==> config.mk <==
export PLATFORM = sky130hd
export DESIGN_NAME = rtc_bus_arbiter
export DESIGN_NICKNAME = d
export VERILOG_FILES = /design/src/rtl/rtc_bus_pkg.sv /design/src/rtl/rtc_bus_prio.sv /design/src/rtl/rtc_bus_arbiter.sv
export SDC_FILE = /design/constraint.sdc
export NUM_CORES = 1
export LEC_CHECK = 0
export BUFFER_PORTS_ARGS = -buffer_cell sky130_fd_sc_hd__buf_4
export CAP_MARGIN = 10
export CORE_MARGIN = 1.5
export CORE_UTILIZATION = 45
export DETAILED_ROUTE_END_ITERATION = 8
export GPL_ROUTABILITY_DRIVEN = 0
export MAX_ROUTING_LAYER = met4
export PLACE_DENSITY_LB_ADDON = 0.15
export SETUP_SLACK_MARGIN = 0.5
export SLEW_MARGIN = 10
export SYNTH_ARGS = -nofsm -noshare
export SYNTH_HDL_FRONTEND = slang
export SYNTH_SLANG_ARGS = --single-unit
==> constraint.sdc <==
create_clock -name clk -period 1.6 [get_ports clk]
set_input_delay 0.08 -clock clk [delete_from_list [all_inputs] [get_ports clk]]
set_output_delay 0.08 -clock clk [all_outputs]
set_load 0.01 [all_outputs]
==> src/rtl/rtc_bus_pkg.sv <==
`default_nettype none
// ============================================================================
//  Module      : rtc_bus_pkg
//  Description : Shared definitions for the RTC bus arbiter. Contains the
//                FSM state encoding, requester index constants, default bus
//                timing values and the round-robin index helper.
//  Revision    : 1.0 - initial release
// ============================================================================
package rtc_bus_pkg;

    // FSM state encoding (3 bits, five states)
    localparam logic [2:0] ST_IDLE    = 3'd0;
    localparam logic [2:0] ST_ADDR    = 3'd1;
    localparam logic [2:0] ST_GAP     = 3'd2;
    localparam logic [2:0] ST_DATA    = 3'd3;
    localparam logic [2:0] ST_RECOVER = 3'd4;

    // Requester indices within req / req_we / req_addr / req_wdata
    localparam logic [1:0] REQ_IRQ = 2'd0;
    localparam logic [1:0] REQ_WR  = 2'd1;
    localparam logic [1:0] REQ_RD  = 2'd2;

    localparam int NUM_REQ = 3;

    // Default bus timing in clocks
    localparam int T_ADDR_DEF = 4;
    localparam int T_GAP_DEF  = 2;
    localparam int T_DATA_DEF = 6;
    localparam int T_REC_DEF  = 4;

    // Next requester index in circular order 0 -> 1 -> 2 -> 0
    function automatic logic [1:0] next_req_idx(input logic [1:0] idx);
        return (idx >= REQ_RD) ? REQ_IRQ : (idx + 2'd1);
    endfunction

endpackage : rtc_bus_pkg
`default_nettype wire

==> src/rtl/rtc_bus_prio.sv <==
`default_nettype none
// ============================================================================
//  Module      : rtc_bus_prio
//  Description : Combinational winner select for the RTC bus arbiter.
//                The search starts at the requester after last_idx and walks
//                the three requesters circularly. Holding last_idx at REQ_RD
//                turns this into plain fixed priority with bit 0 highest.
//  Ports       : req        - request levels, one bit per requester
//                last_idx   - index the search starts after
//                any        - at least one request is pending
//                win_idx    - index of the winning requester
//                win_onehot - one-hot form of win_idx (0 when none)
//  Revision    : 1.0 - initial release
// ============================================================================
module rtc_bus_prio
    import rtc_bus_pkg::*;
(
    input  logic [2:0] req,
    input  logic [1:0] last_idx,
    output logic       any,
    output logic [1:0] win_idx,
    output logic [2:0] win_onehot
);

    logic [3:0] w_req_ext;
    logic [1:0] w_cand;

    // Pad to four bits so an out-of-range candidate simply reads as idle
    assign w_req_ext = {1'b0, req};

    always_comb begin
        any        = 1'b0;
        win_idx    = REQ_IRQ;
        win_onehot = 3'b000;
        w_cand     = last_idx;
        for (int k = 0; k < NUM_REQ; k++) begin
            w_cand = next_req_idx(w_cand);
            if (!any && w_req_ext[w_cand]) begin
                any     = 1'b1;
                win_idx = w_cand;
            end
        end
        if (any) begin
            win_onehot = 3'b001 << win_idx;
        end
    end

endmodule : rtc_bus_prio
`default_nettype wire

==> src/rtl/rtc_bus_arbiter.sv <==
`default_nettype none
// ============================================================================
//  Module      : rtc_bus_arbiter
//  Description : Arbitrates three requesters (IRQ service, user write,
//                periodic readback) onto a multiplexed RTC bus with
//                active-low AD/CS/RD/RW strobes. Each transaction runs
//                ADDR -> GAP -> DATA -> RECOVER, each phase timed by a shared
//                4-bit down-counter loaded on state entry.
//  Config      : RTC_BUS_RR_EN - when defined, round-robin arbitration with a
//                last-grant register; otherwise fixed priority, bit 0 first.
//  Ports       : clk, reset            - clock, async active-high reset
//                req/req_we            - per-requester request and direction
//                req_addr/req_wdata    - per-requester address / write data,
//                                        requester i in bits [8i+7:8i]
//                gnt                   - one-hot transaction owner, 0 idle
//                done                  - one-clock pulse, last RECOVER clock
//                rdata                 - last read result
//                busy                  - FSM not in IDLE
//                AD, CS, RD, RW        - active-low RTC bus strobes
//                dato_out/dato_oe      - bus drive value and enable
//                dato_in               - sampled bus value
//  Revision    : 1.0 - initial release
// ============================================================================
module rtc_bus_arbiter
    import rtc_bus_pkg::*;
#(
    parameter int T_ADDR = T_ADDR_DEF,
    parameter int T_GAP  = T_GAP_DEF,
    parameter int T_DATA = T_DATA_DEF,
    parameter int T_REC  = T_REC_DEF
)(
    input  logic        clk,
    input  logic        reset,
    input  logic [2:0]  req,
    input  logic [2:0]  req_we,
    input  logic [23:0] req_addr,
    input  logic [23:0] req_wdata,
    output logic [2:0]  gnt,
    output logic        done,
    output logic [7:0]  rdata,
    output logic        busy,
    output logic        AD,
    output logic        CS,
    output logic        RD,
    output logic        RW,
    output logic [7:0]  dato_out,
    output logic        dato_oe,
    input  logic [7:0]  dato_in
);

    // Counter reload values: a phase of N clocks counts N-1 down to 0
    localparam logic [3:0] c_addr_ld = 4'(T_ADDR - 1);
    localparam logic [3:0] c_gap_ld  = 4'(T_GAP - 1);
    localparam logic [3:0] c_data_ld = 4'(T_DATA - 1);
    localparam logic [3:0] c_rec_ld  = 4'(T_REC - 1);

    logic [2:0] r_state;
    logic [3:0] r_cnt;
    logic       r_we;
    logic [7:0] r_addr;
    logic [7:0] r_wdata;
    logic [2:0] r_gnt;
    logic       r_done;
    logic [7:0] r_rdata;
    logic       r_busy;
    logic       r_ad;
    logic       r_cs;
    logic       r_rd;
    logic       r_rw;
    logic       r_oe;
    logic [7:0] r_dout;

    logic [2:0] w_state_nxt;
    logic [3:0] w_cnt_nxt;
    logic       w_any;
    logic [1:0] w_win_idx;
    logic [2:0] w_win_onehot;
    logic [1:0] w_last_idx;
    logic       w_grant;
    logic       w_last_data;
    logic       w_we_nxt;
    logic [7:0] w_addr_nxt;
    logic [7:0] w_wdata_nxt;
    logic [2:0] w_gnt_nxt;
    logic       w_cs_nxt;
    logic       w_ad_nxt;
    logic       w_rd_nxt;
    logic       w_rw_nxt;
    logic       w_oe_nxt;
    logic [7:0] w_dout_nxt;
    logic       w_done_nxt;

    // ------------------------------------------------------------------
    // Arbitration source: last-grant register or a fixed start point
    // ------------------------------------------------------------------
`ifdef RTC_BUS_RR_EN
    logic [1:0] r_last_gnt;

    // Reset value REQ_RD makes requester 0 the first candidate
    always_ff @(posedge clk or posedge reset) begin
        if (reset) begin
            r_last_gnt <= REQ_RD;
        end else if (w_grant) begin
            r_last_gnt <= w_win_idx;
        end
    end

    assign w_last_idx = r_last_gnt;
`else
    // Searching after the last index always begins at bit 0: fixed priority
    assign w_last_idx = REQ_RD;
`endif

    rtc_bus_prio u_prio (
        .req        (req),
        .last_idx   (w_last_idx),
        .any        (w_any),
        .win_idx    (w_win_idx),
        .win_onehot (w_win_onehot)
    );

    assign w_grant     = (r_state == ST_IDLE) && w_any;
    assign w_last_data = (r_state == ST_DATA) && (r_cnt == 4'd0);

    // ------------------------------------------------------------------
    // Next-state and phase counter
    // ------------------------------------------------------------------
    always_comb begin
        w_state_nxt = r_state;
        w_cnt_nxt   = r_cnt;
        case (r_state)
            ST_IDLE: begin
                if (w_any) begin
                    w_state_nxt = ST_ADDR;
                    w_cnt_nxt   = c_addr_ld;
                end
            end
            ST_ADDR: begin
                if (r_cnt == 4'd0) begin
                    w_state_nxt = ST_GAP;
                    w_cnt_nxt   = c_gap_ld;
                end else begin
                    w_cnt_nxt = r_cnt - 4'd1;
                end
            end
            ST_GAP: begin
                if (r_cnt == 4'd0) begin
                    w_state_nxt = ST_DATA;
                    w_cnt_nxt   = c_data_ld;
                end else begin
                    w_cnt_nxt = r_cnt - 4'd1;
                end
            end
            ST_DATA: begin
                if (r_cnt == 4'd0) begin
                    w_state_nxt = ST_RECOVER;
                    w_cnt_nxt   = c_rec_ld;
                end else begin
                    w_cnt_nxt = r_cnt - 4'd1;
                end
            end
            ST_RECOVER: begin
                if (r_cnt == 4'd0) begin
                    w_state_nxt = ST_IDLE;
                    w_cnt_nxt   = 4'd0;
                end else begin
                    w_cnt_nxt = r_cnt - 4'd1;
                end
            end
            default: begin
                w_state_nxt = ST_IDLE;
                w_cnt_nxt   = 4'd0;
            end
        endcase
    end

    // ------------------------------------------------------------------
    // Transaction capture and output decode. Outputs are decoded from the
    // next state so every pin comes straight off a flop, aligned with the
    // state register and free of decode glitches.
    // ------------------------------------------------------------------
    always_comb begin
        w_we_nxt    = r_we;
        w_addr_nxt  = r_addr;
        w_wdata_nxt = r_wdata;
        w_gnt_nxt   = r_gnt;
        if (w_grant) begin
            w_we_nxt    = req_we[w_win_idx];
            w_addr_nxt  = req_addr[{w_win_idx, 3'b000} +: 8];
            w_wdata_nxt = req_wdata[{w_win_idx, 3'b000} +: 8];
            w_gnt_nxt   = w_win_onehot;
        end else if (w_state_nxt == ST_IDLE) begin
            w_gnt_nxt = 3'b000;
        end

        w_cs_nxt   = !((w_state_nxt == ST_ADDR) || (w_state_nxt == ST_GAP) ||
                       (w_state_nxt == ST_DATA));
        w_ad_nxt   = !(w_state_nxt == ST_ADDR);
        // RD/RW only ever drop in DATA, where AD is already high
        w_rd_nxt   = !((w_state_nxt == ST_DATA) && !w_we_nxt);
        w_rw_nxt   = !((w_state_nxt == ST_DATA) &&  w_we_nxt);
        w_oe_nxt   = 1'b0;
        w_dout_nxt = 8'h00;
        if (w_state_nxt == ST_ADDR) begin
            w_oe_nxt   = 1'b1;
            w_dout_nxt = w_addr_nxt;
        end else if (((w_state_nxt == ST_GAP) || (w_state_nxt == ST_DATA)) && w_we_nxt) begin
            // Write data is put on the bus during GAP for setup ahead of RW
            w_oe_nxt   = 1'b1;
            w_dout_nxt = w_wdata_nxt;
        end
        w_done_nxt = (w_state_nxt == ST_RECOVER) && (w_cnt_nxt == 4'd0);
    end

    // ------------------------------------------------------------------
    // Registers
    // ------------------------------------------------------------------
    always_ff @(posedge clk or posedge reset) begin
        if (reset) begin
            r_state <= ST_IDLE;
            r_cnt   <= 4'd0;
            r_we    <= 1'b0;
            r_addr  <= 8'h00;
            r_wdata <= 8'h00;
            r_gnt   <= 3'b000;
            r_done  <= 1'b0;
            r_rdata <= 8'h00;
            r_busy  <= 1'b0;
            r_ad    <= 1'b1;
            r_cs    <= 1'b1;
            r_rd    <= 1'b1;
            r_rw    <= 1'b1;
            r_oe    <= 1'b0;
            r_dout  <= 8'h00;
        end else begin
            r_state <= w_state_nxt;
            r_cnt   <= w_cnt_nxt;
            r_we    <= w_we_nxt;
            r_addr  <= w_addr_nxt;
            r_wdata <= w_wdata_nxt;
            r_gnt   <= w_gnt_nxt;
            r_done  <= w_done_nxt;
            r_busy  <= (w_state_nxt != ST_IDLE);
            r_ad    <= w_ad_nxt;
            r_cs    <= w_cs_nxt;
            r_rd    <= w_rd_nxt;
            r_rw    <= w_rw_nxt;
            r_oe    <= w_oe_nxt;
            r_dout  <= w_dout_nxt;
            if (w_last_data && !r_we) begin
                r_rdata <= dato_in;
            end
        end
    end

    assign gnt      = r_gnt;
    assign done     = r_done;
    assign rdata    = r_rdata;
    assign busy     = r_busy;
    assign AD       = r_ad;
    assign CS       = r_cs;
    assign RD       = r_rd;
    assign RW       = r_rw;
    assign dato_out = r_dout;
    assign dato_oe  = r_oe;

endmodule : rtc_bus_arbiter
`default_nettype wire

==> Yosys cells after proc, flatten, opt, wreduce, memory -nomap -nowiden <==
Cells that the tools add are included.
{ "totals": {"ff_bits": 50, "input_bits": 64, "out_inout_bits": 26} }
{ "op_classes": {"n_addsub": 1, "magnitude_cmp": 1, "eq_ne": 8, "n_shift": 3, "n_mux": 29, "reduce_logical": 26} }
{ "ops": {"columns": ["operator", "n"], "rows": [
  ["$shiftx A24 B6 Y8", 2],
  ["$mux W8", 4],
  ["$mux W3", 8],
  ["$mux W4", 5],
  ["$pmux W4 S5", 1],
  ["$pmux W3 S5", 1],
  ["$eq A3 B2 Y1 const B", 4],
  ["$logic_and A1 B1 Y1", 9],
  ["$logic_not A1 Y1", 8],
  ["$logic_not A4 Y1", 2],
  ["$mux W1", 8],
  ["$eq A3 B1 Y1 const B", 2],
  ["$eq A3 B3 Y1 const B", 2],
  ["$logic_not A3 Y1", 2],
  ["$sub A4 B1 Y4 const B", 1],
  ["$logic_or A1 B1 Y1", 3],
  ["$lt A2 B3 Y1 const B", 1],
  ["$reduce_bool A3 Y1", 1],
  ["$shl A1 B2 Y3 const A", 1],
  ["$bmux W1 S2", 1],
  ["$mux W2", 1],
  ["$reduce_bool A2 Y1", 1]
]} }

==> Logic depth before layout (Yosys ltp) <==
Gate-level depths: netlist (run 1).
{ "logic_depth": {"word_depth": 14, "mapped_depth": 7, "depth_no_buf": 6} }

==> Cells and area by module <==
Synthesis (run 1) repeated with hierarchy kept, for this count alone.
{ "hier_totals": {"cells_unflattened": 234, "area_unflattened_um2": 2555.0} }
{ "by_module_without_submodules": {"columns": ["module", "instances", "cells_each", "area_per_inst_um2"], "rows": [
  ["rtc_bus_arbiter", 1, 222, 2464.9],
  ["rtc_bus_prio", 1, 12, 90.1]
]} }

==> Worst setup path before layout (run 1) <==
No wires, ideal clock.
{ "synth_timing": {"path_type": "register to register", "start": "register r_cnt[0]", "end": "register r_dout[0] (netlist: dato_out[0])", "setup_ns": 0.082, "arrival_ns": 1.655, "required_time_ns": 1.518, "path_slack_ns": -0.137, "stages_incl_launch_ff": 8, "n_path_buf": 2, "period_less_slack_ns": 1.737, "path_cell_list": "dfrtp_1 -> inv_1 -> ha_1 -> and4bb_2 -> or3_1 -> buf_2 -> buf_6 -> o22ai_1"} }
{ "synth_between": {"elab_chain_cells": 8, "word_cells_on_any_way": 13, "cone_classes": "eq/ne: 3; mux: 7; reduce/logical: 3"} }
{ "synth_rtl": {"columns": ["element", "line", "text"], "rows": [
  ["start: declaration", "rtc_bus_arbiter.sv:58", "logic [3:0] r_cnt;"],
  ["start signal: assignment", "rtc_bus_arbiter.sv:237", "r_cnt <= w_cnt_nxt;"],
  ["$logic_not A4 Y1 *", null, null],
  ["$mux W3, on equally long branches", null, null],
  ["$pmux W3 S5 *", "rtc_bus_arbiter.sv:131", "case (r_state)"],
  ["$eq A3 B2 Y1", "rtc_bus_arbiter.sv:207", "end else if (((w_state_nxt == ST_GAP) || (w_state_nxt == ST_DATA)) && w_we_nxt) begin"],
  ["$logic_or A1 B1 Y1", "rtc_bus_arbiter.sv:207", null],
  ["$logic_and A1 B1 Y1", "rtc_bus_arbiter.sv:207", null],
  ["$mux W8", "rtc_bus_arbiter.sv:207", null],
  ["$mux W8 *", "rtc_bus_arbiter.sv:204", "if (w_state_nxt == ST_ADDR) begin"],
  ["net w_dout_nxt[0]", "rtc_bus_arbiter.sv:90", "logic [7:0] w_dout_nxt;"],
  ["end signal: assignment", "rtc_bus_arbiter.sv:249", "r_dout <= w_dout_nxt;"],
  ["end: declaration", "rtc_bus_arbiter.sv:71", "logic [7:0] r_dout;"]
]} }
The timed path passes the listed nets; every way through them passes the cells marked *.
A chain may end at the register's enable or synchronous reset.

==> Worst setup path after layout (run 1) <==
{ "layout_timing": {"start": "register r_state[0]", "end": "register r_dout[1] (netlist: dato_out[1])"} }
{ "layout_between": {"elab_chain_cells": 7, "word_cells_on_any_way": 22, "cone_classes": "eq/ne: 7; mux: 11; reduce/logical: 4"} }
{ "layout_rtl": {"columns": ["element", "line", "text"], "rows": [
  ["start: declaration", "rtc_bus_arbiter.sv:57", "logic [2:0] r_state;"],
  ["start signal: assignment", "rtc_bus_arbiter.sv:236", "r_state <= w_state_nxt;"],
  ["$eq A3 B3 Y1 (tied with other cells)", "rtc_bus_arbiter.sv:131", null],
  ["$pmux W3 S5", "rtc_bus_arbiter.sv:131", null],
  ["$eq A3 B2 Y1", "rtc_bus_arbiter.sv:207", null],
  ["$logic_or A1 B1 Y1", "rtc_bus_arbiter.sv:207", null],
  ["$logic_and A1 B1 Y1", "rtc_bus_arbiter.sv:207", null],
  ["$mux W8", "rtc_bus_arbiter.sv:207", null],
  ["$mux W8 *", "rtc_bus_arbiter.sv:204", null],
  ["net w_dout_nxt[1]", "rtc_bus_arbiter.sv:90", null]
]} }
Marks and branches as above.

==> results of run 1 <==
==> cell families after synthesis <==
family	after synthesis	share of synthesized area [%]
and+or+nand+nor	97	21.7
AOI/OAI and AO/OA	80	19.8
DFF	50	46.4
buffers and inverters	38	6.43
muxes	11	4.58
xor gates and xnor gates	2	0.648
adders and majority gates	1	0.462
==> how the worst max path moves through the flow <==
stage / startpoint / end / cells past startpoint
global placement: r_cnt[1] / rdata[0] / 5
finish: r_state[0] / dato_out[1] / 5
global route: r_cnt[1] / done / 6
CTS: r_cnt[1] / dato_out[1] / 6
floorplan: r_cnt[0] / rdata[0] / 6
detailed placement: r_cnt[1] / rdata[1] / 5
==> worst max-delay path, cell delays in order, from the launching register on <==
cell and delay, ns:
dfrtp_2 0.47, or3_4 0.44, nor2_4 0.23, buf_6 0.16, nor2_4 0.04, o32ai_2 0.26
==> cells in the final DEF (no fill, tap or decap), drive strengths merged, types with 8 or more instances in the layout <==
cell,netlist,layout
buf,13,145
dfrtp,46,46
nand2,20,20
nand3b,18,18
o22ai,18,18
o21ai,14,15
inv,15,15
nand2b,12,12
a21oi,10,10
nand4,8,8
o21a,8,8
mux2,8,8
nor2,8,8
==> routing by layer <==
layer,GRT usage [%],vias up,share of wire (%)
met4,7.24,0,1.4
met2,48.0,95,52
met1,33.5,1354,41
li1,-,1295,-
met5,-,-,0
met3,4.43,13,5.7
==> stage by stage <==
step / area (µm²) / setup WS (ns) / TNS (ns)
after detailed placement: 3750 / -0.164 / -2.18
final: 4500 / -0.107 / -1.26
after CTS: 4280 / -0.0772 / -0.640
after floorplan: 2840 / -0.0587 / -1.10
after global placement: 3750 / -0.102 / -1.20
after global routing: 4500 / -0.169 / -3.20
==> sequential cells by signal, indices dropped and copies added, names as in the netlist <==
signal / cells
dato_out: 8
r_addr: 8
r_state: 3
AD: 1
busy: 1
dato_oe: 1
rdata: 8
r_cnt: 4
RW: 1
r_wdata: 8
RD: 1
r_we: 1
gnt: 3
done: 1
CS: 1
==> final cells by class <==
class | count | area, µm² | area share (%)
multi-input cells | 193 | 1680 | 37.3
repair buffers | 151 | 1280 | 28.5
flip-flops and latches | 50 | 1260 | 27.9
well taps | 75 | 93.8 | 2.08
clock buffers | 6 | 82.6 | 1.83
inverters | 15 | 60.1 | 1.33
clock inverters | 2 | 38.8 | 0.861
repair inverters | 1 | 5.00 | 0.111
==> repair_timing <==
action	in CTS	in global routing
endpoints found under the hold margin	21	5
cloned	3	2
pin swaps	16	24
endpoints found under the setup margin	50	57
hold buffers	1	5
resized for setup	66	23
setup buffers	9	9
==> power by group through the flow <==
stage | logic (mW) | clock network (mW) | registers (mW)
after floorplan | 2.30 | 0 | 2.33
after global placement | 3.68 | 0 | 2.26
after detailed placement | 3.80 | 0 | 2.26
after CTS | 4.88 | 0.952 | 2.33
after global routing | 5.81 | 1.01 | 2.43
final | 5.49 | 0.965 | 2.38
==> qor.txt, run 1 <==
DR pass1 iterations: 4
worst-case clock buffer depth: 2
post-synthesis net count: 344
worst hold slack: 0.00355 ns
CP arrival: 1.91 ns
Detail Route Antenna Nets: 0
post-synthesis cell area: 2710 µm²
worst r2r path cells: 5
period utilization: 107%
Rel. slew slack: 60.1%
failing checks: setup timing
ys flop type: dfrtp_1
power density cells: 1960 nW/µm²
FMAX: 586 MHz
async set or reset register ratio after synthesis: 100%
final hold viol count: 0
first-pass GRT wire length: 13.2 mm
P_sw: 3.41 mW
CTS tree: built
vias per inst: 5.59
Vias: 2757
Hold Path Class: input pin to flip-flop
Final Non-Filler Cells: 493
Area Overhead vs Synth: 66.5%
initial DRC count: 196
top-area cell type share of the netlist area: 42.6%
EDFF count, synth: 0
Fin Clk Skew: 0.0187 ns
Die H: 80.5 µm
Ant. Diodes: 0
Min-Delay Endpoint: rdata[6]
Setup violations, final: 27
Max-Cap Viols: 0
worst vdd ir: 0.000950 V
routed len/inst: 17.9 µm
DRC: 0
Worst Setup Path Type: flip-flop to flip-flop
sequential share of the synthesized area: 46.4%
Starting Density: 46.2%
area leader, netlist: dfrtp_1
largest net degree at the start of global routing: 28
status: finished with violations
Crit. End Element: flip-flop
Comb power frac: 62.1%
worst setup margin: -0.107 ns
Worst Path Max Fanout: 7
Static Leakage: 1.97 nW
worst-skew pair later-pin latency: 0.31 ns
fin util: 77.0%
number of global-route vias before repair: 2651
Tot Pwr: 8.83 mW
placed insts: 456
total grt overflow: 0
hold path cells: 2
portion of total power attributed to sequential cells: 26.9%
initial antenna violation count: 0
GRT Total Usage: 27.7%
layout cells sized above 1: 54.5%
Num CTS Buffers: 5
Mapped Cells: 279
synth unique cells: 50
htree depth: 2
reg-to-reg endpoint: dato_out[1]
CP Launch Type: flip-flop
core area: 5850 µm²
largest cells by area after synthesis: dfrtp_1, nand3b_1, o22ai_1
dpl hpwl: 5.45 mm
Final Max Tran Viols: 0
HP Start: dato_in[6]
number of fillers in the final layout: 374
die width: 80.5 µm
most common cell in the netlist: dfrtp_1
Synth top cells by count: dfrtp_1, nand2_1, nand3b_1, o22ai_1, inv_1
RSZ-0062 raised after global routing: true
clock share of power: 10.9%
#FFs+latches synth: 50
internal power: 5.42 mW
Row Count: 28
worst slew pin tran: 0.596 ns
Net Sw Frac: 38.6%
Clock transition at path regs: 0.09 ns
minimum clock period after layout: 1.71 ns
IO Pins: 90
YS warnings: 0
Port-buffer cells: 89
final WL: 8.81 mm
clock tree sinks: 50
Worst EP required: 1.81 ns
Nets: 482
Root Buffer: clkbuf_8
die area: 6490 µm²
worst r2r src: r_state[0]
r2r setup slk: -0.11 ns
mean post-synth cell area: 9.70 µm²
No activity file was read; power rests on OpenSTA's default activity.
==> run 2, diff against run 1 <==
--- a/config.mk
+++ b/config.mk
@@ -8,11 +8,11 @@
 export BUFFER_PORTS_ARGS = -buffer_cell sky130_fd_sc_hd__buf_4
 export CAP_MARGIN = 10
 export CORE_MARGIN = 1.5
-export CORE_UTILIZATION = 45
+export CORE_UTILIZATION = 40
 export DETAILED_ROUTE_END_ITERATION = 8
 export GPL_ROUTABILITY_DRIVEN = 0
 export MAX_ROUTING_LAYER = met4
-export PLACE_DENSITY_LB_ADDON = 0.15
+export PLACE_DENSITY = 0.77
 export SETUP_SLACK_MARGIN = 0.5
 export SLEW_MARGIN = 10
 export SYNTH_ARGS = -nofsm -noshare
==> qor.txt, run 2 (same netlist as run 1, synthesis figures left out) <==
status: finished with violations
failing checks: DRC, setup timing
core area: 6460 µm² (+10%)
layout cells sized above 1: 54.2% (-0.34 points)
Worst Path Max Fanout: 5 (-2)
power density cells: 1960 nW/µm² (-0.10%)
die width: 85.2 µm (+5.8%)
first-pass GRT wire length: 13.9 mm (+5.7%)
DRC: 5 (+5)
CTS tree: built
dpl ws: -0.168 ns (-0.00390 ns)
worst setup margin: -0.162 ns (-0.0559 ns)
Max-Cap Viols: 0 (unchanged)
final hold viol count: 0 (unchanged)
RSZ-0062 raised after global routing: true
Worst EP required: 1.81 ns (about the same)
period utilization: 110% (+3.5 points)
Nets: 492 (+2.1%)
CP arrival: 1.97 ns (+0.06 ns)
CP Launch Type: flip-flop
initial DRC count: 209 (+6.6%)
initial antenna violation count: 0 (unchanged)
die area: 7270 µm² (+12%)
worst-skew pair later-pin latency: 0.31 ns (about the same)
metal3 WL: 483 µm (-4.2%)
Num CTS Buffers: 5 (unchanged)
Vias: 2873 (+4.2%)
routed len/inst: 18.3 µm (+2.1%)
worst slew pin tran: 0.618 ns (+0.0226 ns)
number of global-route vias before repair: 2854 (+7.7%)
Crit. End Element: flip-flop
Fin Clk Skew: 0.00646 ns (-0.0122 ns)
Detail Route Antenna Nets: 0 (unchanged)
worst-case clock buffer depth: 2 (unchanged)
IO Pins: 90 (unchanged)
largest net degree at the start of global routing: 29 (+3.6%)
htree depth: 2 (unchanged)
Starting Density: 41.9% (-4.4 points)
Static Leakage: 2.05 nW (+3.9%)
Worst Setup Path Type: flip-flop to flip-flop
worst r2r src: r_cnt[1]
Setup violations, final: 28 (+3.7%)
worst setup path start: r_cnt[1]
Hold Path Class: input pin to flip-flop
Area Overhead vs Synth: 70.8%
Root Buffer: clkbuf_8
HP Start: dato_in[2]
Port-buffer cells: 89 (unchanged)
vias per inst: 5.69 (+1.7%)
worst vdd ir: 0.000879 V (-7.5%)
commonest cells after routing, fill and taps aside: buf_4, dfrtp_1, buf_6
Die H: 85.2 µm (+5.8%)
commonest non-fill, non-tap cell in the layout: buf_4
r2r setup slk: -0.16 ns (-0.06 ns)
Row Count: 29 (+3.6%)
DR pass1 iterations: 6 (+2)
worst hold slack: 0.00956 ns (+0.00601 ns)
clock tree sinks: 50 (unchanged)
Clock transition at path regs: 0.10 ns (about the same)
Final Max Tran Viols: 0 (unchanged)
Met1 Wirelength: 3.83 mm (+6.7%)
total grt overflow: 0 (unchanged)
Rel. slew slack: 58.7% (-1.4 points)
final WL: 9.22 mm (+4.6%)
GRT Total Usage: 25.0% (-2.7 points)
top layer in use: met4
Tot Pwr: 9.05 mW (+2.5%)
FMAX: 567 MHz (-3.2%)
minimum clock period after layout: 1.76 ns (+0.0559 ns)
Ant. Diodes: 0 (unchanged)
dpl hpwl: 5.52 mm (+1.3%)
met2 wire length: 4.66 mm (+1.3%)
## run 2: worst paths after layout
kind / endpoint / cells after the start
setup / recovery: done / 8
hold / removal: rdata[2] / 2
setup reg to reg: done / 8
hold reg to reg: r_wdata[6] / 1
max in group asynchronous: dato_out[5] / 4
min in group asynchronous: dato_oe / 3
## run 2: per-layer routing
layer  global-route usage, %  up-vias
met5                       -        -
met4                    6.26        0
met3                    3.99       20
met2                    42.0      116
met1                    31.6     1424
li1                        -     1313
## run 2: critical path: stages, from the launching register on
cell	delay, ns
dfrtp_1	0.41
inv_2	0.08
ha_4	0.16
and4bb_2	0.28
buf_4	0.13
buf_6	0.09
o22ai_4	0.07
a31o_1	0.22
nor4_2	0.23
## run 2: final cells by class
cell class | count | area [µm²]
fill | 440 | 1840
multi-input combinational | 191 | 1640
timing repair buffer | 164 | 1450
sequential | 50 | 1260
tap | 77 | 96.3
clock buffer | 5 | 68.8
inverter | 15 | 60.1
clock inverter | 3 | 43.8
## run 2: through the flow
step / setup TNS [ns] / instances / instance area (µm²) / utilization (%)
finish: -2.06 / 505 / 4620 / 71.5
global route: -3.61 / 505 / 4620 / 71.5
CTS: -0.892 / 488 / 4400 / 68.1
detailed placement: -1.96 / 456 / 3740 / 57.9
global placement: -0.961 / 456 / 3740 / 57.9
floorplan: -1.10 / 279 / 2840 / -
## run 2: power by group
part	internal, mW	switching, mW
logic	3.25	2.55
clock network	0.469	0.449
registers	1.92	0.415
total	5.64	3.41
## run 2: timing repair
action,CTS,global route
buffers inserted,17,14
resized for setup,62,24
pin swaps,14,16
setup endpoints to repair,50,50
endpoints found under the hold margin,26,3
gates cloned,3,0
hold buffers,4,3
